==> src/rtl/v810_bus_ctlr_if.sv <==
// v810_bus_ctlr_if
// CPU-side V810 external bus seen by the bus controller.
//   a, ben, mrqn, rw, bcystn, dan, d_o : driven by the CPU (master)
//   d_i, readyn, szrqn                 : driven by the controller (slave)
// rw=1 is a read. All strobes are active-low except rw.
interface v810_bus_ctlr_if;
    logic [31:0] a;
    logic [3:0]  ben;
    logic        mrqn;
    logic        rw;
    logic        bcystn;
    logic        dan;
    logic [31:0] d_o;
    logic [31:0] d_i;
    logic        readyn;
    logic        szrqn;

    modport master (
        output a, ben, mrqn, rw, bcystn, dan, d_o,
        input  d_i, readyn, szrqn
    );

    modport slave (
        input  a, ben, mrqn, rw, bcystn, dan, d_o,
        output d_i, readyn, szrqn
    );
endinterface

==> src/rtl/v810_bus_ctlr.sv <==
// v810_bus_ctlr
// Multi-region external bus controller for the V810. Each bus cycle is decoded
// against NREG programmable regions (base/mask on A[31:20]); the lowest matching
// region wins, gets its chip enable, and has its wait states inserted before
// READYn is returned. 16-bit regions request sizing (SZRQn) and have their low
// half-word mirrored onto both halves of the read data.
//
// Ports
//   clk, rst_n       clock, asynchronous active-low reset
//   ce_i             clock enable; nothing advances while low
//   bus              CPU bus (slave modport of v810_bus_ctlr_if)
//   reg_base_i       per-region A[31:20] match value
//   reg_mask_i       per-region compare mask (1 = compare bit)
//   reg_ws_i         per-region wait states
//   reg_dw16_i       per-region 16-bit flag
//   mem_nce_o        per-channel chip enable, active-low
//   mem_nwe_o/noe_o  shared write/output enables, active-low
//   mem_nbe_o        latched byte enables
//   mem_a_o          latched address
//   mem_di_o         write data to the channels (CPU D_O passed through)
//   mem_do_i         per-channel read data
//   berr_o           sticky bus error
//   berr_addr_o      address of the first erroring cycle
//   berr_clr_i       clears berr_o
//
// Build option: BUS_CTLR_TIMEOUT_EN
//   defined   - an unmatched cycle waits TIMEOUT (>= 1) CE cycles, then is
//               terminated with zero data and raises berr_o
//   undefined - an unmatched cycle is ignored; berr_o/berr_addr_o are tied 0
//
// state   | meaning
// --------+-----------------------------------------------------------
// IDLE    | no cycle in progress
// WAIT    | matched cycle, counting down wait states
// READY   | READYn asserted for one CE cycle; may accept the next start
// TOUT    | unmatched cycle, counting down to forced termination
module v810_bus_ctlr #(
    parameter int NREG    = 4,
    parameter int WSW     = 4,
    parameter int TIMEOUT = 255
) (
    input  logic                 clk,
    input  logic                 rst_n,
    input  logic                 ce_i,
    v810_bus_ctlr_if.slave       bus,
    input  logic [NREG*12-1:0]   reg_base_i,
    input  logic [NREG*12-1:0]   reg_mask_i,
    input  logic [NREG*WSW-1:0]  reg_ws_i,
    input  logic [NREG-1:0]      reg_dw16_i,
    output logic [NREG-1:0]      mem_nce_o,
    output logic                 mem_nwe_o,
    output logic                 mem_noe_o,
    output logic [3:0]           mem_nbe_o,
    output logic [31:0]          mem_a_o,
    output logic [31:0]          mem_di_o,
    input  logic [NREG*32-1:0]   mem_do_i,
    output logic                 berr_o,
    output logic [31:0]          berr_addr_o,
    input  logic                 berr_clr_i
);

    localparam int IW = (NREG > 1) ? $clog2(NREG) : 1;

    typedef enum logic [1:0] {
        ST_IDLE  = 2'd0,
        ST_WAIT  = 2'd1,
        ST_READY = 2'd2,
        ST_TOUT  = 2'd3
    } state_t;

    state_t          state_q, state_d;
    logic [WSW-1:0]  cnt_q, cnt_d;
    logic [IW-1:0]   idx_q, idx_d;
    logic            hit_q, hit_d;
    logic            rw_q, rw_d;
    logic            dw16_q, dw16_d;
    logic [31:0]     a_q, a_d;
    logic [3:0]      ben_q, ben_d;

    logic            start;
    logic            dec_hit;
    logic [IW-1:0]   dec_idx;
    logic [WSW-1:0]  dec_ws;
    logic            dec_dw16;
    logic            active;
    logic [31:0]     rd_sel;
    logic            unused_ok;

`ifdef BUS_CTLR_TIMEOUT_EN
    localparam int TW = (TIMEOUT > 1) ? $clog2(TIMEOUT + 1) : 1;
    logic [TW-1:0]   tcnt_q, tcnt_d;
    logic            berr_q, berr_d;
    logic [31:0]     berr_addr_q, berr_addr_d;
    logic            err_evt;
`endif

    // Region decode; scanning downwards lets the lowest matching index win.
    always_comb begin
        dec_hit  = 1'b0;
        dec_idx  = '0;
        dec_ws   = '0;
        dec_dw16 = 1'b0;
        for (int i = NREG - 1; i >= 0; i--) begin
            if (((bus.a[31:20] ^ reg_base_i[i*12 +: 12]) & reg_mask_i[i*12 +: 12]) == 12'h000) begin
                dec_hit  = 1'b1;
                dec_idx  = IW'(i);
                dec_ws   = reg_ws_i[i*WSW +: WSW];
                dec_dw16 = reg_dw16_i[i];
            end
        end
    end

    assign start = ~bus.bcystn & ~bus.mrqn & ((state_q == ST_IDLE) | (state_q == ST_READY));

    always_comb begin
        state_d = state_q;
        cnt_d   = cnt_q;
        idx_d   = idx_q;
        hit_d   = hit_q;
        rw_d    = rw_q;
        dw16_d  = dw16_q;
        a_d     = a_q;
        ben_d   = ben_q;
`ifdef BUS_CTLR_TIMEOUT_EN
        tcnt_d      = tcnt_q;
        berr_d      = berr_q;
        berr_addr_d = berr_addr_q;
        err_evt     = 1'b0;
`endif

        case (state_q)
            ST_WAIT: begin
                if (cnt_q == WSW'(1)) state_d = ST_READY;
                else                  cnt_d   = cnt_q - 1'b1;
            end
            ST_READY: state_d = ST_IDLE;
            ST_TOUT: begin
`ifdef BUS_CTLR_TIMEOUT_EN
                if (tcnt_q == TW'(1)) state_d = ST_READY;
                else                  tcnt_d  = tcnt_q - 1'b1;
`else
                state_d = ST_IDLE;
`endif
            end
            default: ;
        endcase

        // A start in READY overrides the return to IDLE (back-to-back cycle).
        if (start) begin
            a_d    = bus.a;
            ben_d  = bus.ben;
            rw_d   = bus.rw;
            hit_d  = dec_hit;
            idx_d  = dec_idx;
            dw16_d = dec_dw16;
            if (dec_hit) begin
                if (dec_ws == '0) begin
                    state_d = ST_READY;
                end else begin
                    state_d = ST_WAIT;
                    cnt_d   = dec_ws;
                end
            end else begin
`ifdef BUS_CTLR_TIMEOUT_EN
                state_d = ST_TOUT;
                tcnt_d  = TW'(TIMEOUT);
                err_evt = 1'b1;
`else
                state_d = ST_IDLE;
`endif
            end
        end

`ifdef BUS_CTLR_TIMEOUT_EN
        // A new error beats a simultaneous clear and re-captures the address.
        if (err_evt) begin
            berr_d = 1'b1;
            if (!berr_q || berr_clr_i) berr_addr_d = bus.a;
        end else if (berr_clr_i) begin
            berr_d = 1'b0;
        end
`endif
    end

    always_ff @(posedge clk or negedge rst_n) begin
        if (!rst_n) begin
            state_q <= ST_IDLE;
            cnt_q   <= '0;
            idx_q   <= '0;
            hit_q   <= 1'b0;
            rw_q    <= 1'b1;
            dw16_q  <= 1'b0;
            a_q     <= '0;
            ben_q   <= 4'hF;
        end else if (ce_i) begin
            state_q <= state_d;
            cnt_q   <= cnt_d;
            idx_q   <= idx_d;
            hit_q   <= hit_d;
            rw_q    <= rw_d;
            dw16_q  <= dw16_d;
            a_q     <= a_d;
            ben_q   <= ben_d;
        end
    end

`ifdef BUS_CTLR_TIMEOUT_EN
    always_ff @(posedge clk or negedge rst_n) begin
        if (!rst_n) begin
            tcnt_q      <= '0;
            berr_q      <= 1'b0;
            berr_addr_q <= '0;
        end else if (ce_i) begin
            tcnt_q      <= tcnt_d;
            berr_q      <= berr_d;
            berr_addr_q <= berr_addr_d;
        end
    end

    assign berr_o      = berr_q;
    assign berr_addr_o = berr_addr_q;
    assign unused_ok   = bus.dan;
`else
    assign berr_o      = 1'b0;
    assign berr_addr_o = '0;
    assign unused_ok   = ^{bus.dan, berr_clr_i, TIMEOUT[0]};
`endif

    // Strobes follow registered state only, so CE=0 holds them steady.
    assign active = hit_q & ((state_q == ST_WAIT) | (state_q == ST_READY));

    always_comb begin
        mem_nce_o = '1;
        rd_sel    = '0;
        for (int i = 0; i < NREG; i++) begin
            if (idx_q == IW'(i)) begin
                rd_sel = mem_do_i[i*32 +: 32];
                if (active) mem_nce_o[i] = 1'b0;
            end
        end
    end

    assign mem_noe_o  = ~(active & rw_q);
    assign mem_nwe_o  = ~(active & ~rw_q);
    assign mem_nbe_o  = ben_q;
    assign mem_a_o    = a_q;
    assign mem_di_o   = bus.d_o;
    assign bus.szrqn  = ~(active & dw16_q);
    assign bus.readyn = ~(state_q == ST_READY);

    // Read data is zero outside READY so it can be wire-ORed with other sources.
    assign bus.d_i = (state_q == ST_READY && hit_q)
                   ? (dw16_q ? {rd_sel[15:0], rd_sel[15:0]} : rd_sel)
                   : 32'h0;

endmodule

==> src/flat_wrapper.sv <==
// flat-port wrapper written by rule: the top's interface ports become plain ports
module v810_bus_ctlr_flat 
#(
    parameter int NREG    = 4,
    parameter int WSW     = 4,
    parameter int TIMEOUT = 255
)
  (clk, rst_n, ce_i, reg_base_i, reg_mask_i, reg_ws_i, reg_dw16_i, mem_nce_o, mem_nwe_o, mem_noe_o, mem_nbe_o, mem_a_o, mem_di_o, mem_do_i, berr_o, berr_addr_o, berr_clr_i, bus_a, bus_ben, bus_mrqn, bus_rw, bus_bcystn, bus_dan, bus_d_o, bus_d_i, bus_readyn, bus_szrqn);
  v810_bus_ctlr_if bus_i ();
  input  logic clk;
  input  logic rst_n;
  input  logic ce_i;
  input  logic [NREG*12-1:0] reg_base_i;
  input  logic [NREG*12-1:0] reg_mask_i;
  input  logic [NREG*WSW-1:0] reg_ws_i;
  input  logic [NREG-1:0] reg_dw16_i;
  output logic [NREG-1:0] mem_nce_o;
  output logic mem_nwe_o;
  output logic mem_noe_o;
  output logic [3:0] mem_nbe_o;
  output logic [31:0] mem_a_o;
  output logic [31:0] mem_di_o;
  input  logic [NREG*32-1:0] mem_do_i;
  output logic berr_o;
  output logic [31:0] berr_addr_o;
  input  logic berr_clr_i;
  input wire logic [$bits(bus_i.a)-1:0] bus_a;
  input wire logic [$bits(bus_i.ben)-1:0] bus_ben;
  input wire logic [$bits(bus_i.mrqn)-1:0] bus_mrqn;
  input wire logic [$bits(bus_i.rw)-1:0] bus_rw;
  input wire logic [$bits(bus_i.bcystn)-1:0] bus_bcystn;
  input wire logic [$bits(bus_i.dan)-1:0] bus_dan;
  input wire logic [$bits(bus_i.d_o)-1:0] bus_d_o;
  output wire logic [$bits(bus_i.d_i)-1:0] bus_d_i;
  output wire logic [$bits(bus_i.readyn)-1:0] bus_readyn;
  output wire logic [$bits(bus_i.szrqn)-1:0] bus_szrqn;
  assign bus_i.a = bus_a;
  assign bus_i.ben = bus_ben;
  assign bus_i.mrqn = bus_mrqn;
  assign bus_i.rw = bus_rw;
  assign bus_i.bcystn = bus_bcystn;
  assign bus_i.dan = bus_dan;
  assign bus_i.d_o = bus_d_o;
  assign bus_d_i = bus_i.d_i;
  assign bus_readyn = bus_i.readyn;
  assign bus_szrqn = bus_i.szrqn;
  v810_bus_ctlr #(.NREG(NREG), .WSW(WSW), .TIMEOUT(TIMEOUT)) u_core (.clk(clk), .rst_n(rst_n), .ce_i(ce_i), .bus(bus_i), .reg_base_i(reg_base_i), .reg_mask_i(reg_mask_i), .reg_ws_i(reg_ws_i), .reg_dw16_i(reg_dw16_i), .mem_nce_o(mem_nce_o), .mem_nwe_o(mem_nwe_o), .mem_noe_o(mem_noe_o), .mem_nbe_o(mem_nbe_o), .mem_a_o(mem_a_o), .mem_di_o(mem_di_o), .mem_do_i(mem_do_i), .berr_o(berr_o), .berr_addr_o(berr_addr_o), .berr_clr_i(berr_clr_i));
endmodule
==> config.mk <==
export PLATFORM = sky130hd
export DESIGN_NAME = v810_bus_ctlr_flat
export DESIGN_NICKNAME = d
export VERILOG_FILES = /design/src/rtl/v810_bus_ctlr_if.sv /design/src/rtl/v810_bus_ctlr.sv /design/src/flat_wrapper.sv
export SDC_FILE = /design/constraint.sdc
export NUM_CORES = 1
export LEC_CHECK = 0
export CAP_MARGIN = 20
export CORE_AREA = 3 3 178 180
export CTS_BUF_LIST = sky130_fd_sc_hd__clkbuf_16
export DETAILED_ROUTE_END_ITERATION = 16
export DIE_AREA = 0 0 181 183
export GPL_TIMING_DRIVEN = 0
export HOLD_SLACK_MARGIN = 0.03
export PLACE_DENSITY = 0.57
export SLEW_MARGIN = 20
export SYNTH_ARGS = -nofsm -noshare
export SYNTH_HDL_FRONTEND = slang
export SYNTH_SLANG_ARGS = --single-unit
==> constraint.sdc <==
create_clock -name clk -period 2.1 [get_ports clk]
set_input_delay 0.42 -clock clk [delete_from_list [all_inputs] [get_ports clk]]
set_output_delay 0.42 -clock clk [all_outputs]
set_load 0.05 [all_outputs]
==> results of run 1 <==
[final timing paths]
| check | start | end | slack (ns) |
|---|---|---|---|
| max | u_core.idx_q[0]$_DFFE_PN0P_ | bus_d_i[25] | -0.35 |
| min | rst_n | u_core.mem_a_o[6]$_DFFE_PN0P_ | 0.16 |
| max reg2reg | u_core.state_q[1]$_DFFE_PN0P_ | u_core.cnt_q[3]$_DFFE_PN0P_ | 0.03 |
| min reg2reg | u_core.mem_a_o[7]$_DFFE_PN0P_ | u_core.mem_a_o[7]$_DFFE_PN0P_ | 0.51 |
| max in group asynchronous | rst_n | u_core.dw16_q$_DFFE_PN0P_ | 1.44 |
| min in group clk | bus_a[20] | u_core.mem_a_o[20]$_DFFE_PN0P_ | 0.39 |
[routing by layer]
| layer | vias to the layer above | part of all wire | global-route usage |
|---|---|---|---|
| li1 | 2450 | - | - |
| met1 | 2514 | 0.37 | 0.177 |
| met2 | 314 | 0.52 | 0.296 |
| met3 | 23 | 0.083 | 0.0395 |
| met4 | 2 | 0.017 | 0.0320 |
| met5 | - | 0.00047 | 0 |
[what timing repair did]
item | in CTS | in global routing
hold endpoints to repair | 0 | 0
gates cloned | 2 | 0
setup endpoints to repair | 84 | 63
resized for setup | 489 | 59
setup buffers | 30 | 11
pin swaps | 48 | 29
[report_power, final]
| part | internal [uW] | total (uW) | switching (uW) |
|---|---|---|---|
| clock network | 692 | 1090 | 402 |
| registers | 1340 | 1590 | 249 |
| logic | 2650 | 6030 | 3380 |
[synthesized netlist by cell type, types with 9 or more instances]
cell,n
a21oi_1,9
a22oi_1,24
buf_4,66
clkbuf_1,14
dfrtp_1,42
mux2_2,37
mux2i_1,16
mux4_2,32
nand2_1,23
nor2_1,24
nor2b_1,17
xor2_1,48
[final cells by class]
class	instances	area, um^2
buffer	94	842
clock inverter	3	71.3
tap	396	495
clock buffer	5	125
fill	3084	19900
timing repair buffer	421	4200
multi-input combinational	332	3520
antenna	3	7.51
inverter	6	22.5
sequential	47	1190
[flip-flops by register name (all words and copies together), names as in the netlist]
register / count
u_core.rw_q: 1
u_core.mem_nbe_o: 4
u_core.dw16_q: 1
u_core.idx_q: 2
u_core.state_q: 2
u_core.mem_a_o: 32
u_core.hit_q: 1
u_core.cnt_q: 4
[cells by family (layout without fill, tap and decap cells)]
family                   Yosys count  after routing  share of synthesized area
adder cells (fa/ha/maj)            7              7                     0.0188
AO/OA/AOI/OAI                     70             70                      0.116
buffers and inverters            104            529                      0.148
flip-flops                        47             47                      0.253
XOR/XNOR                          48             48                     0.0900
multiplexers                      85             85                      0.278
AND/OR/NAND/NOR                   89             89                     0.0956
other                              1             36                   0.000803
[per-stage QoR]
step	std cells	setup WS (ns)	area [um^2]
finish	1307	-0.348	10500
global route	1307	-0.411	10500
CTS	1297	-0.458	10300
detailed placement	1260	-1.38	9310
global placement	1260	-1.37	9310
floorplan	483	-0.236	5000
==> results.md, run 1 <==
- Startpoint type of the worst setup path: register
- Reg2Reg Depth: 8
- Violated checks: setup timing
- Synthesized cell area: 4670 um^2
- # DRC: 0
- Post-route ant nets: 0
- Final Critical Period: ~2.4 ns
- Cts bufs inserted: 5
- Worst setup margin: -0.348 ns
- CTS tree: done
- Worst-path clk slew: approximately 0.070 ns
- Crit-path cells: buf_12, buf_12, buf_12, mux4_2, mux2i_2, nor2_4, buf_8
- Fin crit share: 1.17
- Via count: between 5,000 and 6,000
- H-tree levels: 2
- Max-cap violations: 0
- Post-CTS Hold Buffers: 0
- Initial core utilization: 0.154
- Worst vdd ir: 0.936 mV
- Drt wl/cell: roughly 21 um
- Final core utilization: 0.345
- Critical path data required time: roughly 1.7 ns
- Vias in the first global route: about 5,600
- Initial antenna violation count: 10
- Width of the die: between 150 and 200 um
- Max clock buf depth: 2
- Sequential share of the synthesized area: 0.253
- Total wire length: 27,600 um
- Arrival time at the worst endpoint: 2.03 ns
- Area delta synth->final: 124%
- Largest net degree at the start of global routing: 48
- # IOs: between 400 and 500
- Number of port buffers: 381
- Register bit total from synthesis: between 40 and 50
- Commonest non-fill, non-tap cell in the layout: clkdlybuf4s50_1
- GRT Overall Usage: 0.156
- Global route overflow: 0
- Mapped Cells: around 450
- Fmax: 409 MHz
- Crit end category: output port
- Synth Flop Type: dfrtp_1
- Clock Sinks: 47
- Yosys cell types: 54
- First-pass GRT wire length: approximately 38,000 um
- Hold_ws: 0.163 ns
- Async S/R FF share, synth: 1.00
- 1st-iter DRT viols: 162
- Top cells by area, synth: dfrtp_1, mux4_2, buf_4, xor2_1, mux2_2
- Drt first pass iters: 4
- Slowest CP cell: mux4_2
- Critical path depth: 7
- Die area: 33,100 um^2
- Vias per std cell: between 4 and 5
- RSZ-0062 raised after global routing: yes
- Layout Skew: ~0.0040 ns
- Slew margin rel.: 0.557
- Root buf cell: clkbuf_16
- Final hold vios: 0
- Hold crit path type: primary input to asynchronous set/reset pin
- Commonest non-fill, non-tap cells in the layout: clkdlybuf4s50_1, buf_4, buf_6, dlygate4sd2_1, xor2_1
- Leakage: 0.00435 uW
- Worst-Skew Late Latency: 0.29 ns
- CP Class: register to output port
- P per Cell Area: roughly 830 nW/um^2
- GPL Wtd Cong: 0.852
- WP buf/inv: 4
- Slew Limit Fails: 0
- Post-synth EDFFs: 0
- HPWL Detailed: around 24,000 um
- Status: complete, but fails checks
- NumNets Final: 1,234
- Die extent in y: 183 um
- CP top delay family: multiplexers
- Slowest Stage Delay on Critical Path: roughly 0.54 ns
- Setup_tns: -8.91 ns
- Layout cells sized above 1: 0.407
- Syn Area/Cell: slightly above 10 um^2
- Measured slew at the worst slew-check pin: between 0.6 and 0.7 ns
- Critical Path Fanout Max: 7
- Most frequent CP cell: buf_12
- Final Setup Violations: slightly above 40
- Synth warn: 0
- Row Count: 64
- Core area: 30,300 um^2
- Leading area contributor after synthesis: dfrtp_1
- Post-synth top area share: 0.225
- Final Power: ~8700 uW
Note: power is estimated with default switching activity, not from simulation.
==> inputs of run 2 (changes only) <==
- ABC_AREA: default -> 1
- CORE_AREA: 3 3 178 180 -> 3 3 176 178
- DIE_AREA: 0 0 181 183 -> 0 0 179 181
- MAX_ROUTING_LAYER: default -> met4
- PLACE_DENSITY: 0.57 -> 0.59
==> run 2 against run 1 <==
Compared with the run above:
- the flow still finishes with violations (setup timing)
- die area is 2.2% lower
- sequential cell count stayed put
- largest cell class unchanged
- power is 4.9% lower
- hold slack worse by 0.011 ns
- clock skew is 0.0068 ns higher
- synthesized cell count is 79% higher
- first-iteration DRC count is 19% higher
- clock power is 25% lower
- largest power group unchanged
- sequential power hardly changed
- area after synthesis is 6.9% higher
- design area is 9.5% higher
- combinational power is 3% lower
==> results.md, run 2 <==
- Status: complete, but fails checks (unchanged)
- Violated checks: setup timing (unchanged)
- Measured slew at the worst slew-check pin: 0.659 ns (was 0.665 ns)
- Register bit total from synthesis: 47 (unchanged)
- Most common cell in the netlist: nand2_1 (was buf_4)
- Post-synth EDFFs: 0 (unchanged)
- Cts bufs inserted: 5 (unchanged)
- Synth warn: 0 (unchanged)
- Die extent in y: 181 um (was 183 um)
- HPWL Detailed: 23,300 um (was 23,800 um)
- Die area: 32,400 um^2 (was 33,100 um^2)
- Leakage: 0.00540 uW (was 0.00435 uW)
- Startpoint type of the worst setup path: register (unchanged)
- H-tree levels: 2 (unchanged)
- Vias per std cell: 4.25 (was 4.06)
- Worst-Skew Late Latency: 0.29 ns (about the same)
- Commonest non-fill, non-tap cell in the layout: clkdlybuf4s50_1 (unchanged)
- Width of the die: 179 um (was 181 um)
- Max-cap violations: 0 (unchanged)
- Via count: 7,133 (was 5,303)
- Root buf cell: clkbuf_16 (unchanged)
- Synthesized cell area: 4990 um^2 (was 4670 um^2)
- Layout cells sized above 1: 0.341 (was 0.407)
- Row Count: 63 (was 64)
- Area delta synth->final: 130% (was 124%)
- RSZ-0062 raised after global routing: yes (unchanged)
- Fmax: 397 MHz (was 409 MHz)
- Slowest Stage Delay on Critical Path: 0.47 ns (was 0.54 ns)
- Yosys cell types: 40 (was 54)
- First-pass GRT wire length: 39,300 um (was 38,000 um)
- Antenna Cells: 0 (was 3)
- Hold_ws: 0.152 ns (was 0.163 ns)
- Total wire length: 29,500 um (was 27,600 um)
- Mapped Cells: 808 (was 451)
- 1st-iter DRT viols: 193 (was 162)
- Final Setup Violations: 32 (was 41)
- Worst vdd ir: 0.364 mV (was 0.936 mV)
- Final Power: 8280 uW (was 8720 uW)
- Drt wl/cell: 17.5 um (was 21.1 um)
- Gate power share: 0.706 (was 0.692)
- Drt first pass iters: 4 (unchanged)
- Crit-path cells: clkbuf_16, nor2_4, buf_6, a221oi_1, o211ai_1, nand3_2, clkinvlp_4, buf_8 (was buf_12, buf_12, buf_12, mux4_2, mux2i_2, nor2_4, buf_8)
- Layout Skew: 0.0108 ns (was 0.00398 ns)
- Post-route ant nets: 0 (unchanged)
- Arrival time at the worst endpoint: 2.10 ns (was 2.03 ns)
- Internal power: 4050 uW (was 4680 uW)
- Reg2reg setup slack: 0.19 ns (was 0.03 ns)
- GRT Overall Usage: 0.163 (was 0.156)
- # IOs: 461 (unchanged)
- Largest net degree at the start of global routing: 48 (unchanged)
- Global route overflow: 0 (unchanged)
- Fin crit share: 1.20 (was 1.17)
- Sequential share of the synthesized area: 0.237 (was 0.253)
- Worst Setup SP: u_core.idx_q[1]$_DFFE_PN0P_ (was u_core.idx_q[0]$_DFFE_PN0P_)
- Clk network pwr share: 0.099 (was 0.126)
- Core area: 29,600 um^2 (was 30,300 um^2)
- Net Sw Frac: 0.512 (was 0.463)
- Crit Reg-Reg Endpoint: u_core.mem_a_o[7]$_DFFE_PN0P_ (was u_core.cnt_q[3]$_DFFE_PN0P_)
- Reg2Reg Depth: 9 (was 8)
- P per Cell Area: 722 nW/um^2 (was 832 nW/um^2)
- Leading area contributor after synthesis: dfrtp_1 (unchanged)
- Crit end category: output port (unchanged)
- Slew margin rel.: 0.561 (was 0.557)
- Worst setup path endpoint: bus_d_i[22] (was bus_d_i[25])
- Final core utilization: 0.388 (was 0.345)
- Post-synth top area share: 0.210 (was 0.225)
- Fill cells: 2,969 (was 3,084)
- Final Critical Period: 2.52 ns (was 2.45 ns)
- Critical Path Fanout Max: 8 (was 7)
- Syn Area/Cell: 6.18 um^2 (was 10.4 um^2)
- Max FFs per register: 32 (unchanged)
- Reg power frac: 0.196 (was 0.183)
- Crit Reg-Reg Startpoint: u_core.state_q[1]$_DFFE_PN0P_ (unchanged)
- Vias in the first global route: 6,983 (was 5,644)
- Commonest non-fill, non-tap cells in the layout: clkdlybuf4s50_1, nand2_1, buf_4, inv_1, nor2_1 (was clkdlybuf4s50_1, buf_4, buf_6, dlygate4sd2_1, xor2_1)
- # DRC: 0 (unchanged)
- Initial antenna violation count: 2 (was 10)
- NumNets Final: 1,615 (was 1,234)
- Final hold vios: 0 (unchanged)
- Worst-path clk slew: 0.07 ns (about the same)
- Clock Sinks: 47 (unchanged)
- Worst setup margin: -0.416 ns (was -0.348 ns)
- Top cells by area, synth: dfrtp_1, nand2_1, buf_4, inv_1, nor2_1 (was dfrtp_1, mux4_2, buf_4, xor2_1, mux2_2)
- Max clock buf depth: 2 (unchanged)
- Psw: 4240 uW (was 4030 uW)
- Slew Limit Fails: 0 (unchanged)
- Top post-synthesis cells by count: nand2_1, inv_1, nor2_1 (was buf_4, xor2_1, dfrtp_1)
- Initial core utilization: 0.169 (was 0.154)
- Number of port buffers: 390 (was 381)
- CTS tree: done (unchanged)
- Critical path data required time: 1.68 ns (about the same)
- Slowest CP cell: dfrtp_2 (was mux4_2)
- Async S/R FF share, synth: 1.00 (unchanged)
- CP Class: register to output port (unchanged)
- GPL Wtd Cong: 0.801 (was 0.852)
- Synth Flop Type: dfrtp_1 (unchanged)
- Hold crit path type: primary input to asynchronous set/reset pin (unchanged)
[run 2: cell families (layout without fill, tap and decap cells)]
group | after synthesis | in the layout | share of synthesized area
compound gates | 118 | 118 | 0.152
xor+xnor | 2 | 2 | 0.00351
fa+ha+maj | 7 | 7 | 0.0175
buf+inv | 181 | 630 | 0.190
flops | 47 | 47 | 0.237
other cells | 1 | 33 | 0.000751
simple gates | 452 | 452 | 0.400
[run 2: through the flow]
step	worst slack [ns]	cell area (um^2)	setup TNS, ns	instances
floorplan	-0.134	5240	-0.885	840
global placement	-1.53	9630	-124.82	1620
detailed placement	-1.56	9630	-79.96	1620
CTS	-0.409	10700	-9.27	1651
global route	-0.518	11500	-12.81	1679
finish	-0.416	11500	-10.05	1679
[run 2: metal layers]
metal / vias to the layer above / GRT usage / wire [um]
met3: 54 / 0.0229 / 2170
met1: 3270 / 0.174 / 11000
met4: 0 / 0.0449 / 854
met2: 346 / 0.307 / 15500
met5: - / - / 0
li1: 3463 / - / -
[run 2: worst min path at each step]
stage                                                from                         endpoint  slack [ns]  cells after the start
after global placement    u_core.mem_nbe_o[1]$_DFFE_PN1P_  u_core.mem_nbe_o[1]$_DFFE_PN1P_        0.45                      2
after detailed placement  u_core.mem_nbe_o[1]$_DFFE_PN1P_  u_core.mem_nbe_o[1]$_DFFE_PN1P_        0.46                      2
after CTS                                           rst_n    u_core.mem_a_o[4]$_DFFE_PN0P_        0.18                      1
after floorplan                                     rst_n      u_core.cnt_q[0]$_DFFE_PN0P_        0.12                      0
final                                               rst_n    u_core.mem_a_o[8]$_DFFE_PN0P_        0.15                      1
after global routing                                rst_n    u_core.mem_a_o[8]$_DFFE_PN0P_        0.19                      1
[run 2: critical path, delay by kind of cell, from the launching register on]
kind	cells	cell delay (ns)
buffers and inverters	4	0.60
AOI/OAI and AO/OA	2	0.32
DFF	1	0.47
and+or+nand+nor	2	0.41
[run 2: timing repair]
item | 4_1_cts | 5_1_grt
pin swaps | 37 | 106
gates resized for setup | 507 | 191
endpoints found under the setup margin | 88 | 78
buffers inserted | 21 | 28
gates cloned | 2 | 2
hold buffers | 0 | 0
[run 2: layout make-up]
cell class | instances | area (um^2) | area share
Inverter | 87 | 399 | 0.0348
Buffer | 94 | 827 | 0.0721
Clock buffer | 5 | 125 | 0.0109
Multi-Input combinational cell | 612 | 3880 | 0.338
Sequential cell | 47 | 1180 | 0.103
Clock inverter | 3 | 17.5 | 0.00153
Tap cell | 390 | 488 | 0.0425
Timing Repair Buffer | 441 | 4550 | 0.397
[run 2: power groups by stage]
stage	Sequential, uW	Clock (uW)	Combinational [uW]
after detailed placement	1620	0	5100
after floorplan	2750	0	1890
after global placement	1600	0	5070
after CTS	1620	879	5550
after global routing	1680	900	6180
final	1620	818	5850
==> inputs of run 3 (changes only) <==
- GPL_TIMING_DRIVEN: 0 -> default
==> run 3 against run 2 <==
Compared with the run above:
- the flow still finishes with violations (setup timing)
- routed wire length decreased by 10%
- sequential power about the same
- design area decreased by 8.8%
- combinational power decreased by 6.3%
- final cell count decreased by 5.2%
- register-to-register slack improved by 0.02 ns
- count of clock-buffer cells in the layout unchanged
- non-clock buffer count decreased by 89
- setup slack improved by 0.063 ns
- critical endpoint is now bus_d_i[6]
- largest cell class unchanged
==> results.md, run 3 (synthesized netlist as in run 2, its figures left out) <==
- CTS tree: done (unchanged)
- H-tree levels: 2 (unchanged)
- Worst setup margin: -0.353 ns (was -0.416 ns)
- Worst-Skew Late Latency: 0.29 ns (about the same)
- Slew Limit Fails: 0 (unchanged)
- NumNets Final: 1,527 (was 1,615)
- Slowest CP cell: dfrtp_2 (unchanged)
- Post-CTS Hold Buffers: 0 (unchanged)
- Reg2Reg Depth: 10 (was 9)
- Final hold vios: 0 (unchanged)
- Initial core utilization: 0.169 (unchanged)
- Worst-path clk slew: 0.07 ns (about the same)
- Drt first pass iters: 4 (unchanged)
- RSZ-0062 raised after global routing: yes (unchanged)
- Leakage: 0.00479 uW (was 0.00540 uW)
- Largest net degree at the start of global routing: 25 (was 48)
- Slowest Stage Delay on Critical Path: 0.48 ns (was 0.47 ns)
- GRT Overall Usage: 0.153 (was 0.163)
- Commonest non-fill, non-tap cell in the layout: clkdlybuf4s50_1 (unchanged)
- Cts bufs inserted: 5 (unchanged)
- Die extent in y: 181 um (unchanged)
- WP buf/inv: 4 (unchanged)
- Via count: 6,674 (was 7,133)
- Area delta synth->final: 110% (was 130%)
- Vias per std cell: 4.19 (was 4.25)
- Final Power: 7900 uW (was 8280 uW)
- Slew margin rel.: 0.638 (was 0.561)
- Crit-path cells: buf_8, nor2_4, buf_6, a221oi_1, nand2_1, o21ai_2, or2_4, clkinvlp_4, buf_12 (was clkbuf_16, nor2_4, buf_6, a221oi_1, o211ai_1, nand3_2, clkinvlp_4, buf_8)
- Measured slew at the worst slew-check pin: 0.542 ns (was 0.659 ns)
- Drt wl/cell: 16.6 um (was 17.5 um)
- CP Class: register to output port (unchanged)
- Fmax: 408 MHz (was 397 MHz)
- Final Critical Period: 2.45 ns (was 2.52 ns)
- Commonest non-fill, non-tap cells in the layout: clkdlybuf4s50_1, nand2_1, buf_4, inv_1, nor2_1 (unchanged)
- 1st-iter DRT viols: 216 (was 193)
- Startpoint type of the worst setup path: register (unchanged)
- Arrival time at the worst endpoint: 2.03 ns (was 2.10 ns)
- # DRC: 0 (unchanged)
- Critical Path Fanout Max: 6 (was 8)
- Crit end category: output port (unchanged)
- # IOs: 461 (unchanged)
- Root buf cell: clkbuf_16 (unchanged)
- Max FFs per register: 32 (unchanged)
- Global route overflow: 0 (unchanged)
- Vias in the first global route: 6,774 (was 6,983)
- Row Count: 63 (unchanged)
- Max clock buf depth: 2 (unchanged)
- Layout Skew: 0.0114 ns (was 0.0108 ns)
- P per Cell Area: 754 nW/um^2 (was 722 nW/um^2)
- Worst vdd ir: 0.348 mV (was 0.364 mV)
- CP top delay family: buffers and inverters (unchanged)
- First-pass GRT wire length: 37,400 um (was 39,300 um)
- Clock Sinks: 47 (unchanged)
- Total wire length: 26,400 um (was 29,500 um)
- Pre-CTS setup slack: -0.657 ns (was -1.56 ns)
- Final Setup Violations: 34 (was 32)
- Die area: 32,400 um^2 (unchanged)
- HPWL Detailed: 22,000 um (was 23,300 um)
- Max-cap violations: 0 (unchanged)
- Number of port buffers: 361 (was 390)
- Post-route ant nets: 0 (unchanged)
- GPL Wtd Cong: 0.851 (was 0.801)
- Critical path depth: 9 (was 8)
- Fin crit share: 1.17 (was 1.20)
- Critical path data required time: 1.68 ns (about the same)
- Violated checks: setup timing (unchanged)
- Width of the die: 179 um (unchanged)
- Hold crit path type: primary input to asynchronous set/reset pin (unchanged)
- Initial antenna violation count: 2 (unchanged)
- Layout cells sized above 1: 0.298 (was 0.341)
- Status: complete, but fails checks (unchanged)
- Core area: 29,600 um^2 (unchanged)
- Fill cells: 3,116 (was 2,969)
run 3: changes by cell type in the layout (fill, tap and decap cells not counted), sizes merged, moves of 3 or more:
cell           change
clkbuf            -19
dlymetal6s2s      -14
buf               -37
dlygate4sd2        +3
clkdlybuf4s50     -23
run 3: repair_timing:
item,4_1_cts,5_1_grt
setup buffers,6,8
gates cloned,3,0
gates resized for setup,161,143
endpoints found under the setup margin,48,40
pin swaps,43,74
run 3: layer usage:
metal  GRT usage  share of wire  vias to the layer above
met5           -              0                        -
met4      0.0399          0.020                        0
met3      0.0269          0.079                       28
met2       0.281           0.51                      317
met1       0.170           0.39                     3045
li1            -              -                     3284
run 3: worst paths after layout:
check	endpoint	slack, ns	from
worst max-delay path	bus_d_i[6]	-0.35	u_core.idx_q[1]$_DFFE_PN0P_
worst min-delay path	u_core.mem_a_o[6]$_DFFE_PN0P_	0.12	rst_n
worst max register to register	u_core.state_q[1]$_DFFE_PN0P_	0.21	u_core.state_q[0]$_DFFE_PN0P_
worst min register to register	u_core.mem_nbe_o[3]$_DFFE_PN1P_	0.47	u_core.mem_nbe_o[3]$_DFFE_PN1P_
max in group asynchronous	u_core.idx_q[1]$_DFFE_PN0P_	1.66	rst_n
min in group clk	u_core.mem_nbe_o[3]$_DFFE_PN1P_	0.47	u_core.mem_nbe_o[3]$_DFFE_PN1P_
run 3: power by group:
part	leakage, uW	total [uW]	switching [uW]	internal, uW
registers	0.000569	1600	260	1340
clock network	0.0000716	824	382	441
logic	0.00415	5480	3300	2180
run 3: through the flow:
stage | setup TNS [ns] | hold slack, ns | instance area, um^2 | util | std cells
3_5_place_dp | -13.66 | 0.445 | 9370 | 0.317 | 1568
6_report | -8.98 | 0.125 | 10500 | 0.354 | 1592
4_1_cts | -9.81 | 0.126 | 10000 | 0.340 | 1585
3_3_place_gp | -11.44 | 0.441 | 9370 | 0.317 | 1568
5_1_grt | -12.19 | 0.152 | 10500 | 0.354 | 1592
2_1_floorplan | -0.885 | 0.124 | 5240 | - | 840
run 3: worst register-to-register path: cells and delay by family (launching register included):
kind	cells	cell delay, ns
adder cells (fa/ha/maj)	1	0.21
buffers and inverters	4	0.46
AO/OA/AOI/OAI	3	0.64
flip-flops	1	0.36
AND/OR/NAND/NOR	2	0.13
run 3: cell type report:
type | instances | area, um^2 | area share
clock buffer | 5 | 125 | 0.0119
sequential | 47 | 1180 | 0.113
antenna | 1 | 2.50 | 0.000239
tap | 390 | 488 | 0.0466
inverter | 87 | 390 | 0.0373
timing repair buffer | 446 | 4600 | 0.440
clock inverter | 3 | 17.5 | 0.00167
multi-input combinational | 613 | 3660 | 0.350
